$ cat config.mk
export PLATFORM = sky130hd
export DESIGN_NAME = cbd_ibytes_feeder
export DESIGN_NICKNAME = d
export VERILOG_FILES = /design/src/rtl/cbd_ibytes_feeder_pkg.sv /design/src/rtl/cbd_ibytes_feeder_buf.sv /design/src/rtl/cbd_ibytes_feeder.sv
export SDC_FILE = /design/constraint.sdc
export NUM_CORES = 2
export LEC_CHECK = 0
export BUFFER_PORTS_ARGS = -buffer_cell sky130_fd_sc_hd__buf_4
export CORE_MARGIN = 2
export CORE_UTILIZATION = 56
export CTS_CLUSTER_DIAMETER = 200
export DETAILED_ROUTE_END_ITERATION = 10
export HOLD_SLACK_MARGIN = 0.15
export PLACE_DENSITY = 0.85
export RECOVER_POWER = 25
export SLEW_MARGIN = 20
export SYNTH_ARGS = -nofsm -noshare
export SYNTH_HDL_FRONTEND = slang
export SYNTH_SLANG_ARGS = --single-unit
$ cat constraint.sdc
create_clock -name i_clk -period 10.3 [get_ports i_clk]
set_clock_uncertainty 0.2 [all_clocks]
set_input_delay 1.03 -clock i_clk [delete_from_list [all_inputs] [get_ports i_clk]]
set_output_delay 1.03 -clock i_clk [all_outputs]
set_load 0.1 [all_outputs]
$ cat src/rtl/cbd_ibytes_feeder_pkg.sv
// Shared types and constants for the CBD input-byte feeder.
package cbd_ibytes_feeder_pkg;

    typedef enum logic [2:0] {
        S_IDLE   = 3'd0,
        S_FILL   = 3'd1,
        S_STREAM = 3'd2,
        S_WAIT   = 3'd3,
        S_DONE   = 3'd4
    } state_t;

    localparam int N_ETA2    = 16;
    localparam int N_ETA3    = 24;
    localparam int BUF_DEPTH = 24;
    localparam int CNT_W     = 5;

    // Lanes per polynomial for a latched eta (only 2 and 3 ever get latched).
    function automatic logic [CNT_W-1:0] words_for_eta(input logic [1:0] eta);
        logic [CNT_W-1:0] n;
        if (eta == 2'd3) begin
            n = CNT_W'(N_ETA3);
        end else begin
            n = CNT_W'(N_ETA2);
        end
        return n;
    endfunction

endpackage

$ cat src/rtl/cbd_ibytes_feeder_buf.sv
// cbd_feed_buf: 24 x DW register file, one write port, one asynchronous read port.
module cbd_feed_buf
    import cbd_ibytes_feeder_pkg::*;
#(
    parameter int DW = 64
) (
    input  logic                 i_clk,
    input  logic                 i_we,
    input  logic [CNT_W-1:0]     i_waddr,
    input  logic [DW-1:0]        i_wdata,
    input  logic [CNT_W-1:0]     i_raddr,
    output logic [DW-1:0]        o_rdata
);

    logic [DW-1:0] r_mem [0:BUF_DEPTH-1];

    // Data array write; contents are undefined until written within a burst.
    always_ff @(posedge i_clk) begin
        if (i_we && (i_waddr < CNT_W'(BUF_DEPTH))) begin
            r_mem[i_waddr] <= i_wdata;
        end
    end

    assign o_rdata = (i_raddr < CNT_W'(BUF_DEPTH)) ? r_mem[i_raddr] : {DW{1'b0}};

endmodule

$ cat src/rtl/cbd_ibytes_feeder.sv
// Burst buffer feeding the CBD sampler with a gap-free 64-bit lane stream.
// Optional underrun detector: define CBD_FEED_UNDERRUN_CHK_EN.
module cbd_ibytes_feeder
    import cbd_ibytes_feeder_pkg::*;
#(
    parameter int DW       = 64,
    parameter int START_TH = 24
) (
    input  logic          i_clk,
    input  logic          i_rstn,
    input  logic          i_start,
    input  logic [1:0]    i_eta,
    input  logic [DW-1:0] i_lane,
    input  logic          i_lane_valid,
    output logic          o_lane_ready,
    output logic [DW-1:0] o_ibytes,
    output logic          o_ibytes_valid,
    input  logic          i_ibytes_ready,
    output logic [1:0]    o_eta,
    input  logic          i_cbd_done,
    output logic          o_busy,
    output logic          o_done,
    output logic          o_err
);

    localparam logic [CNT_W-1:0] TH_CFG = CNT_W'(START_TH);

    state_t           r_state;
    state_t           w_state_nxt;
    logic [CNT_W-1:0] r_wr_cnt;
    logic [CNT_W-1:0] r_rd_cnt;
    logic [1:0]       r_eta;
    logic [CNT_W-1:0] w_n;
    logic [CNT_W-1:0] w_th;
    logic [CNT_W-1:0] w_occ;
    logic [CNT_W:0]   w_occ_after;
    logic             w_start_ok;
    logic             w_ready;
    logic             w_valid;
    logic             w_accept;
    logic             w_pop;
    logic             w_last_pop;
    logic [DW-1:0]    w_rdata;

    assign w_n         = words_for_eta(r_eta);
    assign w_th        = (TH_CFG < w_n) ? TH_CFG : w_n;
    assign w_occ       = r_wr_cnt - r_rd_cnt;
    assign w_start_ok  = (r_state == S_IDLE) && i_start && ((i_eta == 2'd2) || (i_eta == 2'd3));

    // Handshake qualifiers depend only on state and counters, never on i_ibytes_ready.
    always_comb begin
        w_ready = 1'b0;
        w_valid = 1'b0;
        case (r_state)
            S_FILL: begin
                w_ready = (r_wr_cnt < w_n);
                w_valid = 1'b0;
            end
            S_STREAM: begin
                w_ready = (r_wr_cnt < w_n);
                w_valid = (r_rd_cnt < w_n) && (w_occ != {CNT_W{1'b0}});
            end
            default: begin
                w_ready = 1'b0;
                w_valid = 1'b0;
            end
        endcase
    end

    assign w_accept    = w_ready && i_lane_valid;
    assign w_pop       = w_valid && i_ibytes_ready;
    assign w_last_pop  = w_pop && (r_rd_cnt == (w_n - CNT_W'(1)));
    // Counting this cycle's accept lets streaming start the cycle right after the threshold lane lands.
    assign w_occ_after = {1'b0, w_occ} + {{CNT_W{1'b0}}, w_accept};

    // Next-state logic.
    always_comb begin
        w_state_nxt = r_state;
        case (r_state)
            S_IDLE: begin
                if (w_start_ok) begin
                    w_state_nxt = S_FILL;
                end else begin
                    w_state_nxt = S_IDLE;
                end
            end
            S_FILL: begin
                if (w_occ_after >= {1'b0, w_th}) begin
                    w_state_nxt = S_STREAM;
                end else begin
                    w_state_nxt = S_FILL;
                end
            end
            S_STREAM: begin
                if (w_last_pop) begin
                    w_state_nxt = S_WAIT;
                end else begin
                    w_state_nxt = S_STREAM;
                end
            end
            S_WAIT: begin
                if (i_cbd_done) begin
                    w_state_nxt = S_DONE;
                end else begin
                    w_state_nxt = S_WAIT;
                end
            end
            S_DONE:  w_state_nxt = S_IDLE;
            default: w_state_nxt = S_IDLE;
        endcase
    end

    // State register.
    always_ff @(posedge i_clk or negedge i_rstn) begin
        if (!i_rstn) begin
            r_state <= S_IDLE;
        end else begin
            r_state <= w_state_nxt;
        end
    end

    // Write/read indices and latched eta; an accepted start opens a fresh burst.
    always_ff @(posedge i_clk or negedge i_rstn) begin
        if (!i_rstn) begin
            r_wr_cnt <= {CNT_W{1'b0}};
            r_rd_cnt <= {CNT_W{1'b0}};
            r_eta    <= 2'd0;
        end else if (w_start_ok) begin
            r_wr_cnt <= {CNT_W{1'b0}};
            r_rd_cnt <= {CNT_W{1'b0}};
            r_eta    <= i_eta;
        end else begin
            if (w_accept) begin
                r_wr_cnt <= r_wr_cnt + CNT_W'(1);
            end
            if (w_pop) begin
                r_rd_cnt <= r_rd_cnt + CNT_W'(1);
            end
        end
    end

`ifdef CBD_FEED_UNDERRUN_CHK_EN
    logic r_err;
    logic w_underrun;

    // Buffer ran dry mid-stream: the start threshold is too low for the upstream rate.
    assign w_underrun = (r_state == S_STREAM) && (r_rd_cnt != {CNT_W{1'b0}}) &&
                        (r_rd_cnt < w_n) && (w_occ == {CNT_W{1'b0}});

    // Sticky underrun flag, cleared only by reset or the next accepted start.
    always_ff @(posedge i_clk or negedge i_rstn) begin
        if (!i_rstn) begin
            r_err <= 1'b0;
        end else if (w_start_ok) begin
            r_err <= 1'b0;
        end else if (w_underrun) begin
            r_err <= 1'b1;
        end
    end

    assign o_err = r_err;
`else
    assign o_err = 1'b0;
`endif

    cbd_feed_buf #(
        .DW (DW)
    ) u_buf (
        .i_clk   (i_clk),
        .i_we    (w_accept),
        .i_waddr (r_wr_cnt),
        .i_wdata (i_lane),
        .i_raddr (r_rd_cnt),
        .o_rdata (w_rdata)
    );

    // Gating with valid keeps o_ibytes at zero after reset, before the array holds data.
    assign o_ibytes       = w_valid ? w_rdata : {DW{1'b0}};
    assign o_ibytes_valid = w_valid;
    assign o_lane_ready   = w_ready;
    assign o_eta          = r_eta;
    assign o_busy         = (r_state != S_IDLE);
    assign o_done         = (r_state == S_DONE);

endmodule
==> summary.txt <==
Timing
  • Slew @ Worst Pin: 1.22 ns
  • Final min period: ~6.3 ns
  • Headroom to the max-slew limit: 18.8%
  • Fin Setup TNS: 0 ns
  • Slew Viols, Final: 0
  • Unrepaired setup endpoints after global routing: no
  • Final worst slack: 3.97 ns
  • F_max: roughly 160 MHz
  • Final Hold Viols: 0
  • # setup viols final: 0
  • Tcrit/Tclk final: 61.5%

Synth
  • Synth Area in XOR/XNOR: less than 1%
  • Simple-Gate Fraction of Synth Area: between 1.5 and 2%
  • Post-synth top cells: edfxtp_1, mux4_2, nor2_1
  • Synth Area in Adders: less than 1%
  • Yosys reg bits: 1551
  • Area share of the leading cell type in the synthesized netlist: 77.0%
  • Async SR Flop Fraction: 0.967%
  • Mapped Area: 0.0599 mm²
  • Main combinational cell family by area after synthesis: multiplexers
  • YS warnings: 0
  • Syn Inst Count: 2628
  • Syn nets: 2714
  • Mean area per synthesized cell: 22.8 µm²
  • Fraction of the mapped netlist area in compound gates: around 2.3%
  • Number of synthesized flops with an enable pin: 1536
  • Synth cell types: 51
  • Post-synthesis sequential area ratio: 77.6%
  • Synth top area cells: edfxtp_1, mux4_2, mux2i_1, nor2_1, a221oi_2
  • Post-synthesis mux area share: 16.4%
  • Most used DFF post-synth: edfxtp_1
  • Most area-hungry cell type in the Yosys netlist: edfxtp_1
  • Most frequent cell after synthesis: edfxtp_1

Setup path
  • Setup crit end kind: output pin
  • WP data arrival: 5.10 ns
  • Worst path max stage delay: 0.95 ns
  • Crit path depth: 8
  • Most frequent CP cell: buf_4
  • Reg2Reg Depth: 13
  • CP delay by family, top: buffers and inverters
  • CP endpoint: o_ibytes[45]
  • Critical setup path kind: register to output pin
  • Slowest stage cell on the critical path: buf_4
  • Worst reg-to-reg setup slack: 5.19 ns
  • Crit-path max FO: 108
  • Critical Path RT: approximately 9.1 ns
  • WP buf/inv: 3
  • Critical Path Start Type: register
  • Reg-to-Reg Start: r_rd_cnt[1]
  • Worst Setup SP: r_rd_cnt[1]
  • RR Endpoint: r_state[0]
  • Critical Path, Cell by Cell: buf_12, buf_4, nand2_1, nor2_1, a2111oi_0, a221oi_1, a211oi_1, buf_4

Power and ir drop
  • Total power: 0.0148 W
  • Internal power: 0.0110 W
  • Clk pwr share: 34.7%
  • Combinational power share: roughly 16%
  • Maximum VDD drop: 0.212 mV
  • Sequential power share: 49.2%
  • Pwr Density: ~220 mW/mm²
  • Switching pwr: 0.00387 W
  • Pleak: 21.0 nW
  • Switch share: 26.1%

Drt
  • DRT antenna net count: 0
  • Number of iterations in the first detailed-routing pass: 8
  • Wirelength per Cell: approximately 35 µm
  • WL final: 154000 µm
  • Vias: 30300
  • Starting DRT DRC Count: 5003
  • Post-route DRC: 0
  • Via density: 6.99

Placed design
  • Port Buffer Count: between 100 and 150
  • GPL Wtd Cong: 0.811
  • Post-DP Area: 0.0626 mm²
  • DPL Wire Length: approximately 70000 µm
  • Pre-CTS WS: 4.42 ns

Min path
  • Hold Path Stages: 3
  • Hold WC Path Type: input port to register

Layout
  • Synth-to-Final Area Change: 11.9%
  • Layout cells sized above 1: 27.9%
  • Final Instance Area: 0.0670 mm²
  • # nets final: slightly below 3000

Clock tree
  • Max H-tree Level: 4
  • Worst-path clk slew: 0.07 ns
  • Root buffer cell: clkbuf_16
  • TritonCTS clock tree: yes
  • Post-CTS Resized: 0
  • Clock sinks: 1551
  • Setup Fix Bufs, Post-CTS: 0
  • Worst-case clock buffer depth: 3
  • Worst-Skew Late Latency: approximately 0.75 ns
  • CTS Buf Count: 146
  • Hold_buf cts: 1

Global route
  • Largest net degree at the start of global routing: 200
  • First-pass GRT wire length: 218000 µm
  • GR Util All Layers: between 20% and 30%
  • Vias in the first global route: 31400
  • Initial antenna violation count: 8
  • Global route overflow: 0

Floorplanning
  • Die X: roughly 330 µm
  • Initial Utilization: around 57%
  • Die Ht: 331 µm
  • # IOs: 143
  • # rows: 119
  • Die area: 0.110 mm²
  • Core Region: 0.106 mm²

Run status
  • Status: finished clean

Job
  • Max cap viols: 0
worst min-delay path by stage:
stage | start | endpoint | slack, ns
after detailed placement | r_state[2] | r_state[2] | 0.29
after floorplan | r_state[2] | r_state[2] | 0.26
after global placement | r_state[2] | r_state[2] | 0.28
final | i_eta[0] | o_eta[0] | 0.30
after global routing | i_eta[0] | o_eta[0] | 0.30
after CTS | i_eta[0] | o_eta[0] | 0.26
placed cells by master (no fill, tap or decap), types with 5 or more instances in the layout:
master,instances
nor2_1,113
a221oi_2,29
nand2_1,28
nand2b_1,8
clkinv_1,32
clkbuf_1,79
bufinv_16,5
a221oi_1,12
and3_1,5
mux4_2,403
a21oi_1,5
o22ai_1,35
o21ai_0,35
a211oi_1,28
clkinv_2,23
o21ai_1,13
and2_1,35
clkinv_8,6
clkbuf_16,147
and2_4,6
buf_4,144
xor2_1,7
inv_1,14
xnor2_1,5
dfrtp_1,11
clkinvlp_4,5
mux2i_1,74
edfxtp_1,1536
nor2_4,18
ha_1,13
power groups by stage:
| stage | clock network [W] | logic (W) | registers (W) |
|---|---|---|---|
| global placement | 0 | 0.00223 | 0.00738 |
| finish | 0.00515 | 0.00239 | 0.00730 |
| detailed placement | 0 | 0.00232 | 0.00741 |
| CTS | 0.00519 | 0.00238 | 0.00729 |
| floorplan | 0 | 0.00175 | 0.00737 |
| global route | 0.00540 | 0.00251 | 0.00731 |
kinds of logic after synthesis:
logic type,count (synthesis)
compound gates,174
xor+xnor,12
fa+ha+maj,14
buf+inv,161
flops,1551
mux,480
other cells,1
simple gates,235
registers in the layout, indices dropped and copies added, names as in the netlist:
signal,count
r_state,3
r_wr_cnt,5
o_eta,2
r_rd_cnt,5
u_buf.r_mem,1536
worst register-to-register path, stage by stage (launching register included):
cell and delay (ns):
dfrtp_4 0.84, buf_12 0.60, inv_1 0.39, ha_1 0.37, nand2b_1 0.10, a21oi_1 0.10, xnor2_1 0.56, xor2_1 0.17
ha_1 0.33, or3b_2 0.46, o21ai_0 0.28, o211ai_1 0.23, o2111ai_1 0.19, o311ai_1 0.16
metrics by stage:
stage | utilization (%) | hold WS [ns] | std cells
after floorplan | - | 0.255 | 2628
after global placement | 59.2 | 0.276 | 4067
after detailed placement | 59.2 | 0.289 | 4067
after CTS | 63.5 | 0.260 | 4332
after global routing | 63.4 | 0.301 | 4337
final | 63.4 | 0.303 | 4338
layout make-up:
type                            count  area [µm²]
Sequential cell                  1551       46500
Clock buffer                      185        3850
Clock inverter                     79         657
Timing Repair Buffer              197        1410
Tap cell                         1391        1740
Antenna cell                        3        7.51
Fill cell                        6502       38700
Inverter                           16        65.1
Multi-Input combinational cell    916       12800
routing by layer:
metal	up-vias	wire [µm]	share of wire (%)	global-route usage [%]
met2	2646	77300	50	46.4
met1	15700	52500	34	36.6
li1	11500	-	-	-
met4	10	6650	4.3	12.4
met5	-	65	0.042	0
met3	445	17100	11	6.41
(Power assumes the default switching activity.)
